$ cat config.mk
export PLATFORM = sky130hd
export DESIGN_NAME = ram_port_arbiter
export DESIGN_NICKNAME = d
export VERILOG_FILES = /design/src/rtl/ram_port_arbiter_pkg.sv /design/src/rtl/ram_rsp_fifo.sv /design/src/rtl/ram_port_arbiter.sv
export SDC_FILE = /design/constraint.sdc
export NUM_CORES = 1
export LEC_CHECK = 0
export ABC_CLOCK_PERIOD_IN_PS = 4000
export BUFFER_PORTS_ARGS = -buffer_cell sky130_fd_sc_hd__buf_4
export CORE_ASPECT_RATIO = 0.75
export CORE_UTILIZATION = 44
export CTS_BUF_LIST = sky130_fd_sc_hd__clkbuf_16
export CTS_CLUSTER_DIAMETER = 120
export DETAILED_ROUTE_END_ITERATION = 8
export PLACE_DENSITY = 0.76
export SLEW_MARGIN = 20
export SYNTH_ARGS = -nofsm -noshare
export SYNTH_HDL_FRONTEND = slang
export SYNTH_SLANG_ARGS = --single-unit
$ cat constraint.sdc
create_clock -name i_clk -period 4 [get_ports i_clk]
set_input_delay 0 -clock i_clk [delete_from_list [all_inputs] [get_ports i_clk]]
set_output_delay 0 -clock i_clk [all_outputs]
set_load 0.1 [all_outputs]
$ cat src/rtl/ram_port_arbiter_pkg.sv
// Shared constants and types for the RAM port arbiter and its response FIFOs.
package ram_port_arbiter_pkg;

   localparam int unsigned RA_ADDR_W = 32;
   localparam int unsigned RA_DATA_W = 32;
   localparam int unsigned RA_BE_W   = 4;

   localparam int unsigned RA_RAM_LATENCY_DEF = 1;
   localparam int unsigned RA_RSP_DEPTH_DEF   = 2;
   localparam int unsigned RA_MAX_STREAK_DEF  = 4;

   localparam logic RA_OWNER_INST = 1'b0;
   localparam logic RA_OWNER_DATA = 1'b1;

   localparam logic [0:0] ST_DATA_PRI   = 1'b0;
   localparam logic [0:0] ST_INST_FORCE = 1'b1;

   typedef struct packed {
      logic valid;
      logic owner;
   } ra_tag_t;

   typedef struct packed {
      logic                 en;
      logic [RA_BE_W-1:0]   b_en;
      logic [RA_ADDR_W-1:0] addr;
      logic [RA_DATA_W-1:0] w_data;
   } ra_ram_req_t;

   // Pointer width that stays legal for a single-entry FIFO.
   function automatic int unsigned ra_clog2_min1(input int unsigned n);
      return (n > 1) ? $clog2(n) : 1;
   endfunction

endpackage

$ cat src/rtl/ram_rsp_fifo.sv
// Response FIFO with registered status; a same-cycle push and pop are both honoured.
module ram_rsp_fifo
   import ram_port_arbiter_pkg::*;
#(
   parameter int unsigned DEPTH = RA_RSP_DEPTH_DEF,
   parameter int unsigned WIDTH = RA_DATA_W
) (
   input  logic             i_clk,
   input  logic             i_reset,
   input  logic             i_push,
   input  logic [WIDTH-1:0] i_push_data,
   input  logic             i_pop,
   output logic             o_valid,
   output logic [WIDTH-1:0] o_data
);

   localparam int unsigned PW = ra_clog2_min1(DEPTH);
   localparam int unsigned CW = $clog2(DEPTH + 1);

   logic [WIDTH-1:0] r_mem [DEPTH];
   logic [PW-1:0]    r_wr_ptr;
   logic [PW-1:0]    r_rd_ptr;
   logic [CW-1:0]    r_count;
   logic             w_pop;

   function automatic logic [PW-1:0] ptr_inc(input logic [PW-1:0] p);
      return (p == PW'(DEPTH - 1)) ? '0 : p + PW'(1);
   endfunction

   assign w_pop = i_pop && (r_count != '0);

   always_ff @(posedge i_clk or posedge i_reset) begin
      if (i_reset) begin
         r_wr_ptr <= '0;
         r_rd_ptr <= '0;
         r_count  <= '0;
         for (int unsigned i = 0; i < DEPTH; i++) r_mem[PW'(i)] <= '0;
      end else begin
         if (i_push) begin
            r_mem[r_wr_ptr] <= i_push_data;
            r_wr_ptr        <= ptr_inc(r_wr_ptr);
         end
         if (w_pop) r_rd_ptr <= ptr_inc(r_rd_ptr);
         if (i_push && !w_pop)      r_count <= r_count + CW'(1);
         else if (!i_push && w_pop) r_count <= r_count - CW'(1);
      end
   end

   assign o_valid = (r_count != '0);
   assign o_data  = r_mem[r_rd_ptr];

endmodule

$ cat src/rtl/ram_port_arbiter.sv
// Shares one pipelined RAM port between fetch and data requesters: data priority,
// bounded fetch starvation, credit-protected response FIFOs per requester.
module ram_port_arbiter
   import ram_port_arbiter_pkg::*;
#(
   parameter int unsigned RAM_LATENCY = RA_RAM_LATENCY_DEF,
   parameter int unsigned RSP_DEPTH   = RA_RSP_DEPTH_DEF,
   parameter int unsigned MAX_STREAK  = RA_MAX_STREAK_DEF
) (
   input  logic                 i_clk,
   input  logic                 i_reset,
   input  logic                 i_inst_req,
   input  logic [RA_ADDR_W-1:0] i_inst_addr,
   output logic                 o_inst_gnt,
   output logic                 o_inst_r_valid,
   output logic [RA_DATA_W-1:0] o_inst_r_data,
   input  logic                 i_inst_r_ready,
   input  logic                 i_data_req,
   input  logic [RA_BE_W-1:0]   i_data_b_en,
   input  logic [RA_ADDR_W-1:0] i_data_addr,
   input  logic [RA_DATA_W-1:0] i_data_w_data,
   output logic                 o_data_gnt,
   output logic                 o_data_r_valid,
   output logic [RA_DATA_W-1:0] o_data_r_data,
   input  logic                 i_data_r_ready,
   output logic                 o_ram_en,
   output logic [RA_BE_W-1:0]   o_ram_b_en,
   output logic [RA_ADDR_W-1:0] o_ram_addr,
   output logic [RA_DATA_W-1:0] o_ram_w_data,
   input  logic [RA_DATA_W-1:0] i_ram_r_data
);

   localparam int unsigned CW = $clog2(RSP_DEPTH + 1);
   localparam int unsigned SW = $clog2(MAX_STREAK + 1);
   localparam int unsigned TW = $bits(ra_tag_t) * RAM_LATENCY;

   logic [0:0]                  r_state;
   logic [0:0]                  w_state_nxt;
   logic [SW-1:0]               r_streak;
   logic [SW-1:0]               w_streak_nxt;
   logic [CW-1:0]               r_inst_credit;
   logic [CW-1:0]               r_data_credit;
   ra_tag_t [RAM_LATENCY-1:0]   r_tag;
   ra_tag_t                     w_tag_in;
   ra_ram_req_t                 w_ram;
   logic w_data_wr, w_inst_elig, w_data_elig;
   logic w_inst_gnt, w_data_gnt, w_data_rd_gnt;
   logic w_inst_push, w_data_push, w_inst_pop, w_data_pop;

   assign w_data_wr   = (i_data_b_en != '0);
   assign w_inst_elig = i_inst_req && (r_inst_credit < CW'(RSP_DEPTH));
   assign w_data_elig = i_data_req && (w_data_wr || (r_data_credit < CW'(RSP_DEPTH)));

   always_ff @(posedge i_clk or posedge i_reset) begin
      if (i_reset) begin
         r_state  <= ST_DATA_PRI;
         r_streak <= '0;
      end else begin
         r_state  <= w_state_nxt;
         r_streak <= w_streak_nxt;
      end
   end

   // Grant selection, streak tracking and next state
   always_comb begin
      w_inst_gnt   = 1'b0;
      w_data_gnt   = 1'b0;
      w_streak_nxt = r_streak;
      w_state_nxt  = r_state;
      if (!i_reset) begin
         if (r_state == ST_INST_FORCE) begin
            w_inst_gnt = w_inst_elig;
            w_data_gnt = w_data_elig && !w_inst_elig;
         end else begin
            w_data_gnt = w_data_elig;
            w_inst_gnt = w_inst_elig && !w_data_elig;
         end
      end
      if (w_inst_gnt || !w_inst_elig) w_streak_nxt = '0;
      else if (w_data_gnt)            w_streak_nxt = r_streak + SW'(1);
      case (r_state)
         ST_DATA_PRI: if (w_streak_nxt == SW'(MAX_STREAK)) w_state_nxt = ST_INST_FORCE;
         default:     if (w_inst_gnt || !w_inst_elig)     w_state_nxt = ST_DATA_PRI;
      endcase
   end

   always_comb begin
      w_ram = '0;
      if (w_data_gnt) begin
         w_ram.en     = 1'b1;
         w_ram.b_en   = i_data_b_en;
         w_ram.addr   = i_data_addr;
         w_ram.w_data = i_data_w_data;
      end else if (w_inst_gnt) begin
         w_ram.en   = 1'b1;
         w_ram.addr = i_inst_addr;
      end
   end

   assign o_inst_gnt   = w_inst_gnt;
   assign o_data_gnt   = w_data_gnt;
   assign o_ram_en     = w_ram.en;
   assign o_ram_b_en   = w_ram.b_en;
   assign o_ram_addr   = w_ram.addr;
   assign o_ram_w_data = w_ram.w_data;

   // Tag pipeline follows each read through the RAM so its data lands in the right FIFO
   assign w_data_rd_gnt  = w_data_gnt && !w_data_wr;
   assign w_tag_in.valid = w_inst_gnt || w_data_rd_gnt;
   assign w_tag_in.owner = w_data_rd_gnt ? RA_OWNER_DATA : RA_OWNER_INST;

   always_ff @(posedge i_clk or posedge i_reset) begin
      if (i_reset) r_tag <= '0;
      else         r_tag <= TW'({r_tag, w_tag_in});
   end

   assign w_inst_push = r_tag[RAM_LATENCY-1].valid && (r_tag[RAM_LATENCY-1].owner == RA_OWNER_INST);
   assign w_data_push = r_tag[RAM_LATENCY-1].valid && (r_tag[RAM_LATENCY-1].owner == RA_OWNER_DATA);
   assign w_inst_pop  = o_inst_r_valid && i_inst_r_ready;
   assign w_data_pop  = o_data_r_valid && i_data_r_ready;

   always_ff @(posedge i_clk or posedge i_reset) begin
      if (i_reset) begin
         r_inst_credit <= '0;
         r_data_credit <= '0;
      end else begin
         if (w_inst_gnt && !w_inst_pop)      r_inst_credit <= r_inst_credit + CW'(1);
         else if (!w_inst_gnt && w_inst_pop) r_inst_credit <= r_inst_credit - CW'(1);
         if (w_data_rd_gnt && !w_data_pop)      r_data_credit <= r_data_credit + CW'(1);
         else if (!w_data_rd_gnt && w_data_pop) r_data_credit <= r_data_credit - CW'(1);
      end
   end

   ram_rsp_fifo #(.DEPTH(RSP_DEPTH), .WIDTH(RA_DATA_W)) u_inst_fifo (
      .i_clk       (i_clk),
      .i_reset     (i_reset),
      .i_push      (w_inst_push),
      .i_push_data (i_ram_r_data),
      .i_pop       (i_inst_r_ready),
      .o_valid     (o_inst_r_valid),
      .o_data      (o_inst_r_data)
   );

   ram_rsp_fifo #(.DEPTH(RSP_DEPTH), .WIDTH(RA_DATA_W)) u_data_fifo (
      .i_clk       (i_clk),
      .i_reset     (i_reset),
      .i_push      (w_data_push),
      .i_push_data (i_ram_r_data),
      .i_pop       (i_data_r_ready),
      .o_valid     (o_data_r_valid),
      .o_data      (o_data_r_data)
   );

endmodule

== Word level (Yosys, flattened, before mapping) ==
Cells that the tools add are included.
Widths: inputs -> output; s select.

* Register bits: 146
* Latch bits: 0
* Memory bits (writable): 0
* Memory bits (read-only): 0
* Input port bits: 138
* Output and inout bits: 137
* Logic and storage cells: 121
* Memories kept: 0

* $add $sub $neg: 13
* Multiply operators: 0
* Div/mod/pow operators: 0
* $lt $le $gt $ge: 8
* Equal/unequal tests: 1
* Shift-type cells: 0
* Multiplexer cells: 40
* Bitwise logic cells: 5
* Reduce and logical (&&, ||, !) cells: 38

{| class="wikitable"
|+ Operators by type and width
! operator !! number
|-
| $mux 32 || 11
|-
| $bwmux 64 || 2
|-
| $demux 32 s1 || 2
|-
| $logic_and 1x1->1 || 19
|-
| $mux 2 || 8
|-
| $mux 1 || 14
|-
| $reduce_bool 2->1 || 6
|-
| $logic_not 1->1 || 9
|-
| $add 2x1->2 const B || 4
|-
| $ge 2x2->1 const B || 4
|-
| $not 1->2 || 4
|-
| $sub 2x1->2 const B || 4
|-
| $mux 3 || 2
|-
| $add 1x1->1 const B || 4
|-
| $lt 2x1->1 const B || 2
|-
| $lt 2x2->1 const B || 2
|-
| $mux 4 || 1
|-
| $reduce_bool 4->1 || 1
|-
| $add 3x1->3 const B || 1
|-
| $eq 3x3->1 const B || 1
|-
| $logic_or 1x1->1 || 3
|-
| $not 1->1 || 1
|}

== Logic depth before layout (Yosys ltp) ==
Gate-level depths: netlist of run 1.

* Word-level depth: 12
* Gate-level depth with buffers: 8
* Mapped depth without buffers: 7

== Modules after synthesis ==
From an unflattened synthesis of run 1, not the netlist that was laid out.

* Cell total of the unflattened synthesis: 506
* Area total of the unflattened synthesis: 7297.0 µm²

{| class="wikitable"
|+ Modules (own cells, without submodules)
! module !! times used !! cells each !! area an instance (µm²) !! seq. area each (µm²)
|-
| ram_rsp_fifo || 2 || 187 || 3085.5 || 1701.6
|-
| ram_port_arbiter || 1 || 132 || 1126.1 || 250.2
|}

== Worst setup path before layout of run 1 ==
OpenSTA, ideal clock, no wires.

* Path type: input-to-reg
* From: in i_reset
* To: reg r_streak[1]
* Library setup time: 0.087 ns
* Data arrival time: 3.680 ns
* Required time: 3.913 ns
* Setup slack: 0.233 ns
* Stages: 4
* Buffers on the path: 1
* Cell sequence: clkbuf_1 > inv_1 > nand3_1 > a21oi_1

* Word-level cells in the longest chain between the ends: 3
* Elaborated cells between the ends (all ways): 5
* Those cells by class: mux (4); reduce/logical (1)

{| class="wikitable"
|+ RTL lines
! what !! RTL line !! text
|-
| start: declaration || ram_port_arbiter.sv:11 || <nowiki>input logic i_reset,</nowiki>
|-
| $mux 1 || ram_port_arbiter.sv:70 || <nowiki>if (!i_reset) begin</nowiki>
|-
| $mux 3 / $logic_or 1x1->1 (equally long branches) || ram_port_arbiter.sv:80, ram_port_arbiter.sv:79 ||
|-
| $mux 3 (*) || ram_port_arbiter.sv:79 || <nowiki>if (w_inst_gnt || !w_inst_elig) w_streak_nxt = '0;</nowiki>
|-
| named net w_streak_nxt[1] || ram_port_arbiter.sv:40 || <nowiki>logic [SW-1:0] w_streak_nxt;</nowiki>
|-
| end signal: assignment || ram_port_arbiter.sv:60 || <nowiki>r_streak <= w_streak_nxt;</nowiki>
|-
| end: declaration || ram_port_arbiter.sv:39 || <nowiki>logic [SW-1:0] r_streak;</nowiki>
|}

The timed path passes the listed nets; every way through them passes the cells marked *.
A chain may end at the register's enable or synchronous reset.

== Worst setup path after layout of run 1 ==
* From: reg r_inst_credit[1]
* To: out o_ram_w_data[15]

* Word-level cells in the longest chain between the ends: 7

{| class="wikitable"
|+ RTL lines
! what !! RTL line !! text
|-
| start: declaration || ram_port_arbiter.sv:41 || <nowiki>logic [CW-1:0] r_inst_credit;</nowiki>
|-
| start signal: assignment || ram_port_arbiter.sv:127 || <nowiki>if (w_inst_gnt && !w_inst_pop) r_inst_credit <= r_inst_credit + CW'(1);</nowiki>
|-
| start signal: assignment || ram_port_arbiter.sv:128 || <nowiki>else if (!w_inst_gnt && w_inst_pop) r_inst_credit <= r_inst_credit - CW'(1);</nowiki>
|-
| $lt 2x2->1 || ram_port_arbiter.sv:51 || <nowiki>assign w_inst_elig = i_inst_req && (r_inst_credit < CW'(RSP_DEPTH));</nowiki>
|-
| $logic_and 1x1->1 || ram_port_arbiter.sv:51 ||
|-
| $logic_not 1->1 || ram_port_arbiter.sv:73 || <nowiki>w_data_gnt = w_data_elig && !w_inst_elig;</nowiki>
|-
| $logic_and 1x1->1 || ram_port_arbiter.sv:73 ||
|-
| $mux 1 || ram_port_arbiter.sv:71 || <nowiki>if (r_state == ST_INST_FORCE) begin</nowiki>
|-
| $mux 1 || ram_port_arbiter.sv:70 ||
|-
| $mux 32 || ram_port_arbiter.sv:89 || <nowiki>if (w_data_gnt) begin</nowiki>
|-
| end: declaration || ram_port_arbiter.sv:29 || <nowiki>output logic [RA_DATA_W-1:0] o_ram_w_data,</nowiki>
|}

No other way between the ends.

==> metrics, run 1 <==
total number of vias=5,169; footprint of the multi-input gates=3150 um2; cell family with most CP delay=buffers and inverters; post-route clock period utilization=63.6%; P per Cell Area=867 nW/um2; WP data required=4.00 ns; Final WS setup=1.45 ns; Boundary Pins=275; mapped cell area=6930 um2; syn_nets=644; CP Launch Type=register; DIE AREA=16,300 um2; post-route setup TNS=0 ns; unrepaired setup endpoints after global routing=no; Crit Path Class=reg -> out; Clock Tree Buf Depth=2; slowest CP cell=buf_4; hpwl dp=12,900 um; Synth top area share=52.7%; critical path arrival=2.55 ns; worst slew pin tran=1.01 ns; leakage power=0.00472 uW; CTS Sinks=146; first-pass GRT wire length=29,500 um; max cap viols=0; max-slew violation count=0; Cell Chain, Critical Path=and3b_1 -> a2111oi_4 -> buf_4 -> and2_1 -> buf_4; Area contributors post-synth=dfrtp_1 (53%), mux2_2 (31%), a22o_1 (4.0%), and2_1 (3.4%), xor2_1 (1.3%); WL/cell=18.4 um; pre-CTS setup slack=1.86 ns; CP Max Fanout=71; Critical path buffers and inverters=2; largest area contributor in the netlist=dfrtp_1; Yosys Warn Count=0; library cells used by synthesis=28; Syn Inst Count=501; grt total ovfl=0; Setup violations, final=0; die height=111 um; register area=3660 um2; largest net degree at the start of global routing=147; clock latency on the worst-skew pair=0.41 ns; htree depth=4; DR iter-0 viols=263; cts repair resizes=0; Total Routing Usage GR=23.5%; Layout Utilization=65.6%; outcome=finished clean; Max VDD drop=0.000573 V; DRC=0; share of cells above drive strength 1=62.6%; post-route ant nets=0; initial core utilization=45.3%; vias in the first global route=5,619; final WL=18,800 um; total CTS buffers=17; Clock Tree Root=clkbuf_16; core area=15,300 um2; Worst-path clk slew=0.06 ns; sequential share of the synthesized area=52.7%; min Tclk post-route=2.55 ns; CTS tree=built; Fmax achieved=0.393 GHz; hold crit path type=in -> reg; Fillers=1,159; synthesized area per cell=13.8 um2; Area Overhead vs Synth=45.0%; crit path capture type=output port; Max transition margin=32.7%; post-DR vias/cell=5.07; Worst Skew=0.00700 ns; drt pass-1 iters=4; die extent in x=147 um; GP Congestion=0.904; Largest stage delay, worst path=0.55 ns; final hold vios=0; Synth Register Bits=146; Worst path most repeated cell=buf_4; worst hold slack=0.0356 ns; initial antenna violation count=1; # rows=39; # port buffers=274; Nets=944
[per-layer routing]
| layer | share of wire (%) | track usage [%] | routed length [um] | vias to the layer above |
|---|---|---|---|---|
| met5 | 0 | 0 | 0 | - |
| met1 | 42 | 29.1 | 7890 | 2568 |
| li1 | - | - | - | 2386 |
| met2 | 50 | 40.2 | 9370 | 196 |
| met4 | 1.4 | 6.32 | 263 | 0 |
| met3 | 6.5 | 6.87 | 1220 | 19 |
[registers in the layout, summed over array words and instances (netlist names), 2 cells and up]
signal	count
u_data_fifo.r_count	2
r_tag	2
u_inst_fifo.r_mem	64
r_inst_credit	2
r_streak	3
u_data_fifo.r_mem	64
u_inst_fifo.r_count	2
r_data_credit	2
[cell usage in the layout, fill, tap and decap left out, types with 2 or more instances in the layout]
| cell | instances |
|---|---|
| ha_1 | 5 |
| nor2_1 | 7 |
| buf_4 | 276 |
| mux2_1 | 2 |
| a22o_1 | 32 |
| xor2_1 | 10 |
| and2_1 | 38 |
| dlygate4sd3_1 | 37 |
| clkbuf_16 | 17 |
| nand2_2 | 2 |
| mux2_2 | 190 |
| dfrtp_2 | 2 |
| a21oi_1 | 2 |
| nor2b_1 | 2 |
| dfrtp_1 | 144 |
| mux2i_1 | 2 |
| clkinv_1 | 3 |
| nand2_1 | 6 |
| clkinvlp_4 | 5 |
| nand2b_1 | 2 |
| clkinv_4 | 3 |
| or2_2 | 4 |
| xnor2_1 | 6 |
| clkinv_2 | 3 |
[where the power goes]
part	total (uW)	internal [uW]	switching, uW	leakage (uW)
logic	5040	1380	3660	0.00274
registers	2290	1920	375	0.00173
clock network	1390	784	605	0.000245
[cells in the mapped netlist]
cell type	instances
nand3_1	1
nor2b_1	3
dfrtp_1	146
buf_1	6
ha_1	5
or2_2	4
mux2_2	190
and2_1	38
a22o_1	32
xnor2_1	6
nand2_1	8
a22oi_1	1
a2111oi_4	1
buf_4	3
nor2_1	7
mux2_1	2
a211oi_1	1
inv_1	2
nand2b_1	3
nor3_2	1
buf_2	9
nor4_4	1
a21oi_1	2
mux2i_1	2
xor2_1	10
clkbuf_1	15
and3b_1	1
o31ai_1	1
[path summary, 6_finish.rpt]
path	from	slack [ns]	cells after the start	endpoint
max	r_inst_credit[1]	1.45	5	o_ram_w_data[15]
min	i_inst_req	0.04	3	r_streak[0]
max reg2reg	r_tag[0]	1.91	3	u_inst_fifo.r_mem[40]
min reg2reg	u_inst_fifo.r_count[1]	0.46	1	u_inst_fifo.r_count[1]
max in group asynchronous	i_reset	2.94	4	u_inst_fifo.r_rd_ptr
min in group asynchronous	i_reset	0.43	4	u_data_fifo.r_mem[48]
[logic make-up (layout without fill, tap and decap cells)]
kind of cell,after synthesis,count (layout),share of synthesized area [%]
other cells,0,1,0
flops,146,146,52.7
xor+xnor,16,16,2.02
buf+inv,35,347,2.22
simple gates,67,67,5.79
compound gates,38,38,4.91
mux,194,194,31.5
fa+ha+maj,5,5,0.902
[worst register-to-register path, stage by stage (launching register included)]
cell     delay [ns]
dfrtp_1        0.37
nor2b_1        0.29
nor2b_4        0.89
mux2_2         0.44
[what timing repair did]
action,CTS,global route
hold buffers,37,0
buffers inserted,0,0
endpoints found under the hold margin,280,0
[stage by stage]
stage	total power, uW	cell area (um2)	instances
3_3_place_gp	7250	9160	950
6_report	8720	10100	1019
5_1_grt	9040	10100	1019
2_1_floorplan	6360	6940	501
3_5_place_dp	7330	9160	950
4_1_cts	8780	10100	1018
[layout make-up]
cell class                      count  share of cell area, %
Inverter                            2                  0.112
Antenna cell                        1                 0.0249
Clock buffer                       17                   4.23
Multi-Input combinational cell    320                   31.3
Tap cell                          205                   2.55
Clock inverter                     14                  0.933
Sequential cell                   146                   36.4
Timing Repair Buffer              314                   24.5
(Power assumes the default switching activity.)
==> run 2, diff against run 1 <==
Settings changed: ABC_AREA from default to 1, ABC_CLOCK_PERIOD_IN_PS 4000 to 2360, CORE_UTILIZATION 44 to 45, PLACE_DENSITY 0.76 to 0.75.
Clock period 4 ns to 2.36 ns, I/O delays scaled along.
==> run 2 against run 1 <==
Sequential share of layout area decreased by 1.9 points. Die area shrank 1.0%. Worst setup slack worse by 1.3 ns. Total power up 91%. Cell count rose by 36%. Final area rose by 5.4%. Clock skew is 0.0020 ns higher. Flip-flop and latch count did not move. Register-to-register slack worse by 1.4 ns. Utilization rose by 4.0 points. Synthesized area increased by 1.2%. Critical endpoint is now o_ram_addr[30].
==> metrics, run 2 <==
asr flop ratio synth=100% (unchanged); hold crit path type=in -> reg (unchanged); WL/cell=14.8 um (was 18.4 um); die extent in x=146 um (was 147 um); GP Congestion=0.756 (was 0.904); Post-synth EDFFs=0 (unchanged); WP data required=2.36 ns (was 4.00 ns); worst slew pin tran=0.751 ns (was 1.01 ns); drt pass-1 iters=4 (unchanged); Synth top area share=52.0% (was 52.7%); hpwl dp=14,100 um (was 12,900 um); Total Routing Usage GR=25.3% (was 23.5%); clock latency on the worst-skew pair=0.41 ns (about the same); largest area contributor in the netlist=dfrtp_1 (unchanged); Yosys Warn Count=0 (unchanged); grt total ovfl=0 (unchanged); hold path depth=4 (was 3); Worst Reg2Reg Path Length in Cells=9 (was 3); vias in the first global route=6,201 (was 5,619); final hold vios=0 (unchanged); Synth Flop Type=dfrtp_1 (unchanged); # port buffers=274 (unchanged); first-pass GRT wire length=31,700 um (was 29,500 um); antenna cells=0 (was 1); Worst Skew=0.00904 ns (was 0.00700 ns); htree depth=4 (unchanged); largest net degree at the start of global routing=147 (unchanged); min Tclk post-route=2.16 ns; share of cells above drive strength 1=33.0% (was 62.6%); DR iter-0 viols=495 (was 263); Syn Inst Count=870 (was 501); mapped cell area=7020 um2 (was 6930 um2); Worst-path clk slew=0.06 ns (about the same); die height=110 um (was 111 um); post-route clock period utilization=91.4%; core area=15,200 um2 (was 15,300 um2); Max transition margin=49.9% (was 32.7%); CTS tree=built (unchanged); # rows=39 (unchanged); Max VDD drop=0.00117 V (was 0.000573 V); library cells used by synthesis=28 (unchanged); DIE AREA=16,100 um2 (was 16,300 um2); CTS Sinks=146 (unchanged); most common cell after layout, fill and taps aside=nand2_1 (was buf_4); CP Max Fanout=19 (was 71); Setup violations, final=0 (unchanged); most frequent cells in the layout=nand2_1 (340), buf_4 (285), dfrtp_1 (146) (was buf_4 (276), mux2_2 (190), dfrtp_1 (144)); leakage power=0.00591 uW (was 0.00472 uW); Area Overhead vs Synth=51.0% (was 45.0%); P per Cell Area=1570 nW/um2 (was 867 nW/um2); total CTS buffers=17 (unchanged); worst hold slack=0.0175 ns (was 0.0356 ns); final WL=20,500 um (was 18,800 um); Clock Tree Root=clkbuf_16 (unchanged); most frequent cell after synthesis=nand2_1 (was mux2_2); Nets=1,309 (was 944); biggest regs=u_data_fifo.r_mem (64), u_inst_fifo.r_mem (64), r_streak (3) (unchanged); critical path arrival=2.16 ns (was 2.55 ns); Layout Utilization=69.6% (was 65.6%); max cap viols=0 (unchanged); synthesized area per cell=8.07 um2 (was 13.8 um2); Clock Tree Buf Depth=2 (unchanged); max-slew violation count=0 (unchanged); initial antenna violation count=0 (was 1); Synth Register Bits=146 (unchanged); crit path capture type=output port (unchanged); total number of vias=6,697 (was 5,169); post-DR vias/cell=4.84 (was 5.07); Boundary Pins=275 (unchanged); DRC=0 (unchanged); Area contributors post-synth=dfrtp_1 (52%), nand2_1 (18%), o21ai_0 (7.9%), inv_1 (4.5%), a22o_1 (3.6%) (was dfrtp_1 (53%), mux2_2 (31%), a22o_1 (4.0%), and2_1 (3.4%), xor2_1 (1.3%)); post-route ant nets=0 (unchanged); CP Launch Type=register (unchanged); unrepaired setup endpoints after global routing=no (unchanged); synth cell count leaders=nand2_1 (342), dfrtp_1 (146), o21ai_0 (111), inv_1 (84), nor2_1 (39) (was mux2_2 (190), dfrtp_1 (146), and2_1 (38), a22o_1 (32), clkbuf_1 (15)); initial core utilization=46.1% (was 45.3%); Crit Path Class=reg -> out (unchanged); sequential share of the synthesized area=52.0% (was 52.7%); outcome=finished clean (unchanged); syn_nets=1,013 (was 644); Fmax achieved=0.463 GHz
run 2: cell count changes after synthesis, moves of 22 or more:
| cell | change |
|---|---|
| and2_1 | -38 |
| o21ai_1 | +22 |
| nor2_1 | +32 |
| mux2_2 | -190 |
| nand2_1 | +334 |
| o21ai_0 | +111 |
| inv_1 | +82 |
run 2: logic make-up (layout without fill, tap and decap cells):
family / count (synthesis) / after routing / synth area share (%)
adders and majority gates: 5 / 5 / 0.891
and+or+nand+nor: 399 / 399 / 22.5
buffers and inverters: 138 / 447 / 9.04
DFF: 146 / 146 / 52.0
xor gates and xnor gates: 11 / 11 / 1.37
AOI/OAI and AO/OA: 171 / 171 / 14.1
run 2: area by class of cell:
cell class,instances,area [um2]
Clock buffer,17,425
Tap cell,205,256
Inverter,88,339
Fill cell,1221,4620
Multi-Input combinational cell,586,3120
Timing Repair Buffer,327,2600
Sequential cell,146,3650
Clock inverter,15,201
run 2: power breakdown:
group          leakage (uW)  internal, uW  switching [uW]
registers           0.00156          3220             381
clock network      0.000306          1780            1060
logic               0.00404          2130            8070
total               0.00591          7140            9510
run 2: path summary, 6_finish.rpt:
check | slack [ns] | endpoint | start
hold / removal | 0.02 | r_tag[1] | i_data_b_en[0]
setup reg to reg | 0.52 | r_inst_credit[1] | r_inst_credit[1]
min in group asynchronous | 0.44 | r_inst_credit[0] | i_reset
hold reg to reg | 0.47 | r_data_credit[0] | r_data_credit[0]
setup / recovery | 0.20 | o_ram_addr[30] | r_inst_credit[1]
max in group asynchronous | 1.39 | u_inst_fifo.r_mem[44] | i_reset
run 2: through the flow:
step	setup slack, ns	setup TNS (ns)	cell area, um2	instances	total power [uW]
after global placement	0.562	0	9600	1315	13700
after CTS	0.106	0	10600	1384	16700
after global routing	0.0822	0	10600	1384	17400
final	0.202	0	10600	1384	16700
after detailed placement	0.535	0	9600	1315	13800
after floorplan	-1.10	-66.25	7420	870	11600
run 2: what timing repair did:
| item | in CTS | in global routing |
|---|---|---|
| endpoints found under the setup margin | 0 | 6 |
| hold endpoints to repair | 277 | 0 |
| resized for setup | 0 | 1 |
| hold buffers | 37 | 0 |
| setup buffers | 0 | 0 |
run 2: layer usage:
layer | GRT usage [%] | part of all wire (%) | up-vias
li1 | - | - | 3326
met5 | 0 | 0 | -
met2 | 38.9 | 46 | 220
met3 | 5.06 | 5.6 | 24
met1 | 37.1 | 47 | 3127
met4 | 5.43 | 0.80 | 0
run 2: worst max-delay path, cell delays in order (launching register included):
cell and delay, ns:
dfrtp_1 0.37, inv_1 0.10, nand2_1 0.08, nor2_1 0.18, nand2_4 0.13, clkinv_4 0.20, buf_6 0.26, a22o_4 0.15
buf_4 0.28
